### src/rtl/alu_pkg.sv
// Shared definitions for the ALU execute-stage sequencer: opcodes, ALU
// control encodings, FSM states, flag bit positions and the decode record.
package alu_pkg;

   // Instruction opcodes as presented by decode (7-15 are illegal)
   localparam logic [3:0] OPC_ADD = 4'd0;
   localparam logic [3:0] OPC_SUB = 4'd1;
   localparam logic [3:0] OPC_AND = 4'd2;
   localparam logic [3:0] OPC_OR  = 4'd3;
   localparam logic [3:0] OPC_NOT = 4'd4;
   localparam logic [3:0] OPC_CMP = 4'd5;
   localparam logic [3:0] OPC_NOP = 4'd6;

   // ALU op-select encodings
   localparam logic [2:0] ALU_OP_ADD = 3'b000;
   localparam logic [2:0] ALU_OP_SUB = 3'b001;
   localparam logic [2:0] ALU_OP_AND = 3'b010;
   localparam logic [2:0] ALU_OP_OR  = 3'b011;
   localparam logic [2:0] ALU_OP_NOT = 3'b100;

   // Flag bit positions within ALU_FLG / FLAGS
   localparam int FLG_NEG  = 0;
   localparam int FLG_ZERO = 1;

   typedef enum logic [2:0] {
      ST_IDLE  = 3'd0,
      ST_EXEC  = 3'd1,
      ST_WB    = 3'd2,
      ST_CMP_A = 3'd3,
      ST_CMP_B = 3'd4
   } state_e;

   // Decoded view of one opcode
   typedef struct packed {
      logic [2:0] alu_op;
      logic       is_cmp;
      logic       is_nop;
      logic       is_illegal;
      logic       writes_rd;
   } dec_t;

endpackage

### src/rtl/alu_exec_ctrl_if.sv
// Bundle of the decode, ALU-control and write-back signals around the
// execute-stage sequencer. The slave modport is the sequencer's view;
// master is the surrounding pipeline / ALU / register file.
interface alu_exec_ctrl_if #(
   parameter int W     = 16,
   parameter int RDW   = 3,
   parameter int CNT_W = 16
);
   // Decode handshake
   logic             in_valid;
   logic             in_ready;
   logic [3:0]       in_opc;
   logic [W-1:0]     in_d1;
   logic [W-1:0]     in_d2;
   logic [RDW-1:0]   in_rd;

   // ALU control and result
   logic             alu_en;
   logic             alu_flgon;
   logic [2:0]       alu_op;
   logic [W-1:0]     alu_d1;
   logic [W-1:0]     alu_d2;
   logic [W-1:0]     alu_res;
   logic [1:0]       alu_flg;

   // Write-back handshake
   logic             wb_valid;
   logic             wb_ready;
   logic [RDW-1:0]   wb_rd;
   logic [W-1:0]     wb_data;

   // Status
   logic [1:0]       flags;
   logic             err_ill;
   logic [CNT_W-1:0] ops_done;

   modport slave (
      input  in_valid, in_opc, in_d1, in_d2, in_rd, alu_res, alu_flg, wb_ready,
      output in_ready, alu_en, alu_flgon, alu_op, alu_d1, alu_d2,
             wb_valid, wb_rd, wb_data, flags, err_ill, ops_done
   );

   modport master (
      output in_valid, in_opc, in_d1, in_d2, in_rd, alu_res, alu_flg, wb_ready,
      input  in_ready, alu_en, alu_flgon, alu_op, alu_d1, alu_d2,
             wb_valid, wb_rd, wb_data, flags, err_ill, ops_done
   );

endinterface

### src/rtl/alu_exec_ctrl_alu_op_decode.sv
// Pure combinational opcode decoder: maps the 4-bit instruction opcode to
// the ALU op-select and the class of instruction the sequencer must run.
module alu_op_decode
   import alu_pkg::*;
(
   input  logic [3:0] opc,
   output dec_t       dec
);

   // Classify the opcode and pick the ALU op-select
   always_comb begin
      // NOTE: full default first so every path assigns every field; no latch.
      dec = '0;
      unique case (opc)
         OPC_ADD: begin dec.alu_op = ALU_OP_ADD; dec.writes_rd = 1'b1; end
         OPC_SUB: begin dec.alu_op = ALU_OP_SUB; dec.writes_rd = 1'b1; end
         OPC_AND: begin dec.alu_op = ALU_OP_AND; dec.writes_rd = 1'b1; end
         OPC_OR:  begin dec.alu_op = ALU_OP_OR;  dec.writes_rd = 1'b1; end
         OPC_NOT: begin dec.alu_op = ALU_OP_NOT; dec.writes_rd = 1'b1; end
         // Compare runs the ALU subtractor in flag mode
         OPC_CMP: begin dec.alu_op = ALU_OP_SUB; dec.is_cmp    = 1'b1; end
         OPC_NOP: dec.is_nop = 1'b1;
         default: dec.is_illegal = 1'b1;
      endcase
   end

endmodule

### src/rtl/alu_exec_ctrl.sv
// Execute-stage sequencer: accepts one decoded instruction per handshake,
// drives the combinational ALU from held operands, registers the result for
// write-back, and updates the architectural flags on CMP only.
module alu_exec_ctrl
   import alu_pkg::*;
#(
   parameter int W     = 16,
   parameter int RDW   = 3,
   parameter int CNT_W = 16
) (
   input  logic           clk,
   input  logic           rst,
   alu_exec_ctrl_if.slave bus
);

   state_e           state_q, state_d;
   logic [2:0]       alu_op_q, alu_op_d;
   logic [W-1:0]     d1_q, d1_d;
   logic [W-1:0]     d2_q, d2_d;
   logic [RDW-1:0]   rd_q, rd_d;
   logic [W-1:0]     wb_data_q, wb_data_d;
   logic [RDW-1:0]   wb_rd_q, wb_rd_d;
   logic [1:0]       flags_q, flags_d;
   logic             err_ill_q, err_ill_d;
   logic [CNT_W-1:0] ops_done_q, ops_done_d;

   dec_t dec;
   logic accept;

   alu_op_decode u_dec (
      .opc (bus.in_opc),
      .dec (dec)
   );

   assign accept = (state_q == ST_IDLE) && bus.in_valid;

   // State register
   always_ff @(posedge clk or posedge rst) begin
      // NOTE: sequential state uses <= so every flop samples pre-edge values.
      if (rst) state_q <= ST_IDLE;
      else     state_q <= state_d;
   end

   // Next-state logic
   always_comb begin
      state_d = state_q;
      unique case (state_q)
         ST_IDLE: begin
            if (bus.in_valid) begin
               if (dec.is_cmp)         state_d = ST_CMP_A;
               else if (dec.writes_rd) state_d = ST_EXEC;
            end
         end
         ST_EXEC:  state_d = ST_WB;
         ST_WB:    if (bus.wb_ready) state_d = ST_IDLE;
         ST_CMP_A: state_d = ST_CMP_B;
         ST_CMP_B: state_d = ST_IDLE;
         default:  state_d = ST_IDLE;
      endcase
   end

   // Hold, write-back, flag and counter registers
   always_ff @(posedge clk or posedge rst) begin
      if (rst) begin
         alu_op_q   <= '0;
         d1_q       <= '0;
         d2_q       <= '0;
         rd_q       <= '0;
         wb_data_q  <= '0;
         wb_rd_q    <= '0;
         flags_q    <= '0;
         err_ill_q  <= 1'b0;
         ops_done_q <= '0;
      end else begin
         alu_op_q   <= alu_op_d;
         d1_q       <= d1_d;
         d2_q       <= d2_d;
         rd_q       <= rd_d;
         wb_data_q  <= wb_data_d;
         wb_rd_q    <= wb_rd_d;
         flags_q    <= flags_d;
         err_ill_q  <= err_ill_d;
         ops_done_q <= ops_done_d;
      end
   end

   // Datapath updates: capture on accept, result on EXEC exit, flags in CMP_B
   always_comb begin
      alu_op_d   = alu_op_q;
      d1_d       = d1_q;
      d2_d       = d2_q;
      rd_d       = rd_q;
      wb_data_d  = wb_data_q;
      wb_rd_d    = wb_rd_q;
      flags_d    = flags_q;
      err_ill_d  = 1'b0;
      ops_done_d = ops_done_q;

      if (accept) begin
         alu_op_d = dec.alu_op;
         d1_d     = bus.in_d1;
         d2_d     = bus.in_d2;
         rd_d     = bus.in_rd;
         if (dec.is_illegal) err_ill_d  = 1'b1;
         if (dec.is_nop)     ops_done_d = ops_done_q + CNT_W'(1);
      end

      if (state_q == ST_EXEC) begin
         wb_data_d = bus.alu_res;
         wb_rd_d   = rd_q;
      end

      if (state_q == ST_WB && bus.wb_ready)
         ops_done_d = ops_done_q + CNT_W'(1);

      if (state_q == ST_CMP_B) begin
         flags_d    = bus.alu_flg;
         ops_done_d = ops_done_q + CNT_W'(1);
      end
   end

   // Control outputs decoded from the current state
   always_comb begin
      bus.in_ready  = (state_q == ST_IDLE) && !rst;
      bus.alu_en    = (state_q == ST_EXEC) || (state_q == ST_CMP_A) ||
                      (state_q == ST_CMP_B);
      bus.alu_flgon = (state_q == ST_CMP_A) || (state_q == ST_CMP_B);
      bus.wb_valid  = (state_q == ST_WB);
   end

   // ALU operands and status come straight from registers
   assign bus.alu_op   = alu_op_q;
   assign bus.alu_d1   = d1_q;
   assign bus.alu_d2   = d2_q;
   assign bus.wb_data  = wb_data_q;
   assign bus.wb_rd    = wb_rd_q;
   assign bus.flags    = flags_q;
   assign bus.err_ill  = err_ill_q;
   assign bus.ops_done = ops_done_q;

endmodule
### src/flat_wrapper.sv
// flat-port wrapper written by rule: the top's interface ports become plain ports
module alu_exec_ctrl_flat import alu_pkg::*;
#(
   parameter int W     = 16,
   parameter int RDW   = 3,
   parameter int CNT_W = 16
)
  (clk, rst, bus_in_valid, bus_in_opc, bus_in_d1, bus_in_d2, bus_in_rd, bus_alu_res, bus_alu_flg, bus_wb_ready, bus_in_ready, bus_alu_en, bus_alu_flgon, bus_alu_op, bus_alu_d1, bus_alu_d2, bus_wb_valid, bus_wb_rd, bus_wb_data, bus_flags, bus_err_ill, bus_ops_done);
  alu_exec_ctrl_if #(.W(W), .RDW(RDW), .CNT_W(CNT_W)) bus_i ();
  input  logic clk;
  input  logic rst;
  input wire logic [$bits(bus_i.in_valid)-1:0] bus_in_valid;
  input wire logic [$bits(bus_i.in_opc)-1:0] bus_in_opc;
  input wire logic [$bits(bus_i.in_d1)-1:0] bus_in_d1;
  input wire logic [$bits(bus_i.in_d2)-1:0] bus_in_d2;
  input wire logic [$bits(bus_i.in_rd)-1:0] bus_in_rd;
  input wire logic [$bits(bus_i.alu_res)-1:0] bus_alu_res;
  input wire logic [$bits(bus_i.alu_flg)-1:0] bus_alu_flg;
  input wire logic [$bits(bus_i.wb_ready)-1:0] bus_wb_ready;
  output wire logic [$bits(bus_i.in_ready)-1:0] bus_in_ready;
  output wire logic [$bits(bus_i.alu_en)-1:0] bus_alu_en;
  output wire logic [$bits(bus_i.alu_flgon)-1:0] bus_alu_flgon;
  output wire logic [$bits(bus_i.alu_op)-1:0] bus_alu_op;
  output wire logic [$bits(bus_i.alu_d1)-1:0] bus_alu_d1;
  output wire logic [$bits(bus_i.alu_d2)-1:0] bus_alu_d2;
  output wire logic [$bits(bus_i.wb_valid)-1:0] bus_wb_valid;
  output wire logic [$bits(bus_i.wb_rd)-1:0] bus_wb_rd;
  output wire logic [$bits(bus_i.wb_data)-1:0] bus_wb_data;
  output wire logic [$bits(bus_i.flags)-1:0] bus_flags;
  output wire logic [$bits(bus_i.err_ill)-1:0] bus_err_ill;
  output wire logic [$bits(bus_i.ops_done)-1:0] bus_ops_done;
  assign bus_i.in_valid = bus_in_valid;
  assign bus_i.in_opc = bus_in_opc;
  assign bus_i.in_d1 = bus_in_d1;
  assign bus_i.in_d2 = bus_in_d2;
  assign bus_i.in_rd = bus_in_rd;
  assign bus_i.alu_res = bus_alu_res;
  assign bus_i.alu_flg = bus_alu_flg;
  assign bus_i.wb_ready = bus_wb_ready;
  assign bus_in_ready = bus_i.in_ready;
  assign bus_alu_en = bus_i.alu_en;
  assign bus_alu_flgon = bus_i.alu_flgon;
  assign bus_alu_op = bus_i.alu_op;
  assign bus_alu_d1 = bus_i.alu_d1;
  assign bus_alu_d2 = bus_i.alu_d2;
  assign bus_wb_valid = bus_i.wb_valid;
  assign bus_wb_rd = bus_i.wb_rd;
  assign bus_wb_data = bus_i.wb_data;
  assign bus_flags = bus_i.flags;
  assign bus_err_ill = bus_i.err_ill;
  assign bus_ops_done = bus_i.ops_done;
  alu_exec_ctrl #(.W(W), .RDW(RDW), .CNT_W(CNT_W)) u_core (.clk(clk), .rst(rst), .bus(bus_i));
endmodule
### config.mk
export PLATFORM = sky130hd
export DESIGN_NAME = alu_exec_ctrl_flat
export DESIGN_NICKNAME = d
export VERILOG_FILES = /design/src/rtl/alu_pkg.sv /design/src/rtl/alu_exec_ctrl_if.sv /design/src/rtl/alu_exec_ctrl_alu_op_decode.sv /design/src/rtl/alu_exec_ctrl.sv /design/src/flat_wrapper.sv
export SDC_FILE = /design/constraint.sdc
export NUM_CORES = 1
export LEC_CHECK = 0
export BUFFER_PORTS_ARGS = -buffer_cell sky130_fd_sc_hd__buf_2
export CAP_MARGIN = 40
export CORE_UTILIZATION = 40
export CTS_BUF_LIST = sky130_fd_sc_hd__clkbuf_8
export CTS_CLUSTER_DIAMETER = 40
export DETAILED_ROUTE_END_ITERATION = 8
export GPL_ROUTABILITY_DRIVEN = 1
export MAX_ROUTING_LAYER = met4
export PLACE_DENSITY = 0.68
export SKIP_CTS_REPAIR_TIMING = 1
export SLEW_MARGIN = 25
export SYNTH_ARGS = -nofsm -noshare
export SYNTH_HDL_FRONTEND = slang
export SYNTH_SLANG_ARGS = --single-unit
### constraint.sdc
create_clock -name clk -period 2.5 [get_ports clk]
set_input_delay 0.25 -clock clk [delete_from_list [all_inputs] [get_ports clk]]
set_output_delay 0.25 -clock clk [all_outputs]
set_load 0.03 [all_outputs]
==> impl_metrics.sql, run 1 <==
INSERT INTO impl_metrics (metric_group, metric, value, unit) VALUES
('setup_path', 'timing_worst_setup_path_type', 'reg -> reg', ''),
('die', 'initial_core_util', '0.415', ''),
('sta', 'post-route-period-util', '0.793', ''),
('global_route', 'gr-total-overflow', '0', ''),
('global_route', 'grt_pass1_wl', '11700', 'um'),
('sta', 'maxClockFrequency', '0.504', 'GHz'),
('placed_design', 'placement.io_buffers', '137', ''),
('clock_network', 'skew_pair_late_insertion_delay', '0.34', 'ns'),
('global_route', 'grtUsageTotal', '0.183', ''),
('synthesis', 'yosysSeqAreaShare', '0.617', ''),
('die', 'die_width', '91.5', 'um'),
('clock_network', 'tritoncts', 'built', ''),
('final_layout', 'design_area', '4200', 'sq um'),
('job', 'max_cap_viol_count', '0', ''),
('synthesis', 'syn-cell-area', '3210', 'sq um'),
('placed_design', 'post-dp-hpwl', '5020', 'um'),
('sta', 'hold_violations', '16', ''),
('pwr', 'seqPwrFrac', '0.419', ''),
('die', 'number_of_placed_i_o_pins', '138', ''),
('setup_path', 'worst-r2r-cell-count', '3', ''),
('hold_path', 'min-delay-path-class', 'in -> async', ''),
('status', 'violations', 'negative hold slack', ''),
('sta', 'finalClockSkew', '0.0104', 'ns'),
('synthesis', 'ys.flop_type', 'sky130_fd_sc_hd__dfrtp_1', ''),
('global_route', 'number_of_antenna_violations_at_the_first_check_in_global_routing', '0', ''),
('sta', 'max_slew_margin', '0.581', ''),
('sta', 'post-route-min-period', '1.98', 'ns'),
('setup_path', 'critical_path.reg2reg.endpoint', 'u_core.bus.ops_done[1]', ''),
('final_layout', 'area_delta_synth_final', '31.0', '%'),
('final_layout', 'final_standard_cell_utilization_of_the_core', '0.543', ''),
('die', 'floorplan_core_area', '7730', 'sq um'),
('synthesis', 'gate_count_post_synth', '296', ''),
('setup_path', 'worstPathMaxFanout', '16', ''),
('setup_path', 'startpoint_type', 'flip-flop', ''),
('clock_network', 'clock_sink_count', '79', ''),
('clock_network', 'numCtsBuffers', '9', ''),
('routing', 'drtPass1Iterations', '4', ''),
('synthesis', 'ys_types', '35', ''),
('sta', 'hold_slack', '-0.0188', 'ns'),
('sta', 'worst_slew_pin_slew', '0.627', 'ns'),
('setup_path', 'ff2ff_setup_slack', '0.52', 'ns'),
('placed_design', 'placed_area', '4010', 'sq um'),
('die', 'floorplan.die_area', '8380', 'sq um'),
('pwr', 'power.share.clock', '0.206', ''),
('setup_path', 'critical_path_required', '2.73', 'ns'),
('synthesis', 'async_flop_share', '1.00', ''),
('pwr', 'net_load_switching_power', '1.75', 'mW'),
('final_layout', 'n_antenna_cell', '0', ''),
('status', 'run_status', 'finished, violations left', ''),
('synthesis', 'post_synth_edffs', '0', ''),
('synthesis', 'synth_seq_cells', '79', ''),
('routing', 'detailroute.via_count', '2571', ''),
('routing', 'totalWireLength', '6920', 'um'),
('pwr', 'power.static_leakage', '2.25', 'nW'),
('setup_path', 'cp_data_arrival_time', '2.21', 'ns'),
('setup_path', 'sequence_of_cells_on_the_critical_path', 'or4_4, o211ai_4, mux2_2', ''),
('die', 'chipHeight', '91.5', 'um'),
('pwr', 'power_frac_comb', '0.374', ''),
('clock_network', 'clk_transition_reported_paths', '0.08', 'ns'),
('setup_path', 'worst_r2r_startpoint', 'u_core.state_q[1]', ''),
('setup_path', 'cell_at_the_slowest_stage_of_the_critical_path', 'sky130_fd_sc_hd__or4_4', ''),
('sta', 'max_transition_viols_final', '0', ''),
('routing', 'drtIter0Drc', '80', ''),
('synthesis', 'synth_top_cell_by_area', 'sky130_fd_sc_hd__dfrtp_1', ''),
('synthesis', 'post-synth-top-count-cell', 'sky130_fd_sc_hd__nand2_1', ''),
('global_route', 'first_global_vias', '2512', ''),
('clock_network', 'cts.htree.levels', '3', ''),
('final_layout', 'fillers', '704', ''),
('synthesis', 'yosysWarnings', '0', ''),
('placed_design', 'gp_congestion', '0.732', ''),
('sta', 'setup_viol', '0', '');
worst max path at each step:
stage | from | slack (ns) | end
2_1_floorplan | rst | 0.23 | u_core.bus.alu_d1[0]
3_3_place_gp | u_core.state_q[1] | 0.56 | u_core.bus.ops_done[1]
3_5_place_dp | u_core.state_q[1] | 0.54 | u_core.bus.ops_done[1]
4_1_cts | u_core.state_q[1] | 0.53 | u_core.bus.ops_done[1]
5_1_grt | u_core.state_q[1] | 0.42 | u_core.bus.ops_done[11]
6_report | u_core.state_q[1] | 0.52 | u_core.bus.ops_done[1]
flip-flops by register name (all words and copies together) (netlist names):
signal and count:
u_core.bus.alu_op 3, u_core.state_q 3, u_core.bus.alu_d2 16, u_core.bus.alu_d1 16, u_core.bus.flags 2, u_core.bus.ops_done 16
u_core.bus.err_ill 1, u_core.bus.wb_data 16, u_core.bus.wb_rd 3, u_core.rd_q 3
kinds of logic (layout without fill, tap and decap cells):
logic type / after synthesis / count (layout) / share of synthesized area
simple gates: 158 / 158 / 0.222
flops: 79 / 79 / 0.617
mux: 22 / 22 / 0.0773
xor+xnor: 15 / 15 / 0.0410
buf+inv: 15 / 158 / 0.0230
compound gates: 6 / 6 / 0.0164
fa+ha+maj: 1 / 1 / 0.00390
worst max-delay path, delay by kind of cell (launching register included):
family / cells / cell delay [ns]
simple gates: 1 / 0.56
flops: 1 / 0.47
compound gates: 1 / 0.47
mux: 1 / 0.39
layer usage:
metal / GRT usage / wire [um] / share of wire
met1: 0.231 / 3220 / 0.47
met2: 0.284 / 3090 / 0.45
met3: 0.0385 / 499 / 0.072
met4: 0.0820 / 106 / 0.015
met5: - / 0 / 0
through the flow:
step                      hold slack (ns)  instances  power, mW  setup slack [ns]
final                             -0.0188        541       4.37             0.518
after global routing               0.0248        541       4.63             0.423
after detailed placement            0.371        527       3.51             0.535
after global placement              0.369        527       3.47             0.555
after floorplan                     0.355        296       2.98             0.227
after CTS                        -0.00947        541       4.43             0.530
cell type report:
| cell class | count | area, sq um | area share |
|---|---|---|---|
| Inverter | 3 | 12.5 | 0.00298 |
| Sequential cell | 79 | 1980 | 0.471 |
| Tap cell | 102 | 128 | 0.0304 |
| Clock inverter | 4 | 47.5 | 0.0113 |
| Timing Repair Buffer | 141 | 741 | 0.176 |
| Multi-Input combinational cell | 202 | 1150 | 0.275 |
| Clock buffer | 10 | 138 | 0.0328 |
cell usage in the layout (no fill, tap or decap), drive strengths merged, types with 2 or more instances in the layout:
cell      n
clkinv    3
nor3      2
inv       2
nand4b    2
dfrtp    79
nor2      8
o21ai     2
nand4     7
and4      2
xnor2    14
nand3     8
and3      2
clkbuf   10
buf     141
mux2     22
nand2   118
power by group through the flow:
stage	Clock [mW]	Sequential [mW]	Combinational, mW
CTS	0.939	1.83	1.66
global route	0.992	1.89	1.75
floorplan	0	2.51	0.471
detailed placement	0	1.85	1.66
global placement	0	1.84	1.63
finish	0.902	1.83	1.64
Note: power is estimated with default switching activity, not from simulation.
==> inputs of run 2 (changes only) <==
Clock period 2.5 ns to 2 ns, I/O delays scaled along.
==> impl_metrics.sql, run 2 (same netlist as run 1, synthesis figures left out) <==
INSERT INTO impl_metrics (metric_group, metric, value, unit) VALUES
('final_layout', 'design_area', '4240', 'sq um'),
('final_layout', 'share_of_cells_above_drive_strength_1', '0.428', ''),
('global_route', 'first_global_vias', '2513', ''),
('die', 'initial_core_util', '0.415', ''),
('placed_design', 'placement.io_buffers', '137', ''),
('final_layout', 'fillers', '694', ''),
('sta', 'post-route-min-period', '1.87', 'ns'),
('setup_path', 'worst-r2r-cell-count', '5', ''),
('global_route', 'number_of_antenna_violations_at_the_first_check_in_global_routing', '0', ''),
('setup_path', 'critical_path.reg2reg.endpoint', 'u_core.bus.ops_done[9]', ''),
('global_route', 'grt_start_max_net_pins', '80', ''),
('routing', 'drtIter0Drc', '55', ''),
('die', 'number_of_placed_i_o_pins', '138', ''),
('placed_design', 'pre_cts_ws', '0.179', 'ns'),
('status', 'violations', 'negative hold slack', ''),
('sta', 'grt_setup_unrepaired', 'false', ''),
('sta', 'worst_slew_pin_slew', '0.417', 'ns'),
('die', 'chipHeight', '91.5', 'um'),
('pwr', 'power.static_leakage', '2.28', 'nW'),
('setup_path', 'timing_worst_setup_path_type', 'reg -> out', ''),
('clock_network', 'clock_tree.root_cell', 'sky130_fd_sc_hd__clkbuf_8', ''),
('setup_path', 'critPathCapture', 'bus_alu_flgon', ''),
('job', 'max_cap_viol_count', '0', ''),
('routing', 'drtPass1Iterations', '4', ''),
('sta', 'finalClockSkew', '0.00838', 'ns'),
('placed_design', 'placedCellCount', '530', ''),
('sta', 'hold_violations', '10', ''),
('setup_path', 'critical_path_required', '1.80', 'ns'),
('routing', 'drt_drc_violations_left', '0', ''),
('status', 'run_status', 'finished, violations left', ''),
('placed_design', 'post-dp-hpwl', '5020', 'um'),
('sta', 'hold_slack', '-0.0271', 'ns'),
('final_layout', 'final_net_count', '501', ''),
('hold_path', 'min-delay-path-class', 'in -> async', ''),
('clock_network', 'clock_sink_count', '79', ''),
('pwr', 'power_per_standard_cell_area', '1310', 'nW/um^2'),
('sta', 'setup_tns', '0', 'ns'),
('die', 'floorplan_core_area', '7730', 'sq um'),
('setup_path', 'ff2ff_setup_slack', '0.16', 'ns'),
('sta', 'setup_viol', '0', ''),
('setup_path', 'startpoint_type', 'flip-flop', ''),
('routing', 'detailroute.via_count', '2580', ''),
('global_route', 'grtUsageTotal', '0.183', ''),
('placed_design', 'gp_congestion', '0.784', ''),
('setup_path', 'worstPathMaxFanout', '8', ''),
('clock_network', 'numCtsBuffers', '9', ''),
('routing', 'antenna_left', '0', ''),
('global_route', 'grt_pass1_wl', '11600', 'um'),
('clock_network', 'skew_pair_late_insertion_delay', '0.33', 'ns'),
('routing', 'totalWireLength', '7000', 'um'),
('sta', 'maxClockFrequency', '0.534', 'GHz'),
('die', 'floorplan.die_area', '8380', 'sq um'),
('sta', 'post-route-period-util', '0.936', ''),
('die', 'die_width', '91.5', 'um'),
('final_layout', 'n_antenna_cell', '0', ''),
('final_layout', 'final_common_cell', 'sky130_fd_sc_hd__buf_2', ''),
('setup_path', 'worst_r2r_startpoint', 'u_core.state_q[0]', ''),
('global_route', 'gr-total-overflow', '0', ''),
('final_layout', 'fin_cells', '544', ''),
('pwr', 'irDropWorstVdd', '0.570', 'mV'),
('clock_network', 'cts.path.max_buffers', '2', ''),
('die', 'floorplan.rows', '32', ''),
('placed_design', 'placed_area', '4040', 'sq um'),
('clock_network', 'cts.htree.levels', '3', ''),
('setup_path', 'cp_data_arrival_time', '1.67', 'ns'),
('final_layout', 'most_frequent_cells_in_the_layout', 'sky130_fd_sc_hd__buf_2 (137), sky130_fd_sc_hd__nand2_1 (118), sky130_fd_sc_hd__dfrtp_1 (79), sky130_fd_sc_hd__mux2_2 (22), sky130_fd_sc_hd__xnor2_1 (14)', ''),
('setup_path', 'worstSetupStartpoint', 'u_core.state_q[1]', ''),
('sta', 'worst_slack', '0.128', 'ns'),
('routing', 'detail_route.vias_per_cell', '4.74', ''),
('sta', 'max_transition_viols_final', '0', ''),
('clock_network', 'clk_transition_reported_paths', '0.08', 'ns'),
('sta', 'max_slew_margin', '0.718', ''),
('final_layout', 'area_delta_synth_final', '32.2', '%'),
('setup_path', 'end_kind', 'primary output', ''),
('routing', 'routedWlPerCell', '12.9', 'um'),
('clock_network', 'tritoncts', 'built', '');
-- run 2: cell types whose count changed in the layout (fill, tap and decap cells not counted) --
| cell | previous run | this run |
|---|---|---|
| sky130_fd_sc_hd__buf_4 | 2 | 5 |
| sky130_fd_sc_hd__bufinv_16 | 1 | 2 |
| sky130_fd_sc_hd__clkbuf_8 | 10 | 9 |
-- run 2: power breakdown --
group	internal [mW]	switching [mW]
Combinational	0.666	1.40
Clock	0.683	0.530
Sequential	2.03	0.260
Total	3.38	2.19
-- run 2: worst min-delay path by stage --
stage,startpoint,endpoint
after floorplan,bus_in_d1[0],u_core.bus.alu_d1[0]
after global placement,rst,u_core.bus.err_ill
after detailed placement,rst,u_core.bus.err_ill
after CTS,rst,u_core.bus.err_ill
after global routing,rst,u_core.bus.flags[0]
final,rst,u_core.bus.flags[0]
-- run 2: area by class of cell --
cell class                      count  area [sq um]  share of cell area
Clock buffer                        9           124              0.0292
Clock inverter                      5          75.1              0.0177
Inverter                            3          15.0             0.00354
Multi-Input combinational cell    202          1150               0.273
Sequential cell                    79          1980               0.467
Tap cell                          102           128              0.0301
Timing Repair Buffer              144           763               0.180
-- run 2: through the flow --
stage	power, mW	util
after CTS	5.64	0.548
final	5.57	0.548
after floorplan	3.73	-
after global routing	5.88	0.548
after detailed placement	4.41	0.523
after global placement	4.35	0.523
-- run 2: layer usage --
layer	routed length, um	GRT usage	up-vias
met1	3170	0.230	1210
met5	0	-	-
li1	-	-	1249
met2	3190	0.284	113
met3	555	0.0503	8
met4	89	0.0675	0
-- run 2: critical path: stages (launching register included) --
cell and delay (ns):
sky130_fd_sc_hd__dfrtp_1 0.38, sky130_fd_sc_hd__buf_4 0.16, sky130_fd_sc_hd__or3b_1 0.47, sky130_fd_sc_hd__o21ai_0 0.12
sky130_fd_sc_hd__buf_2 0.22
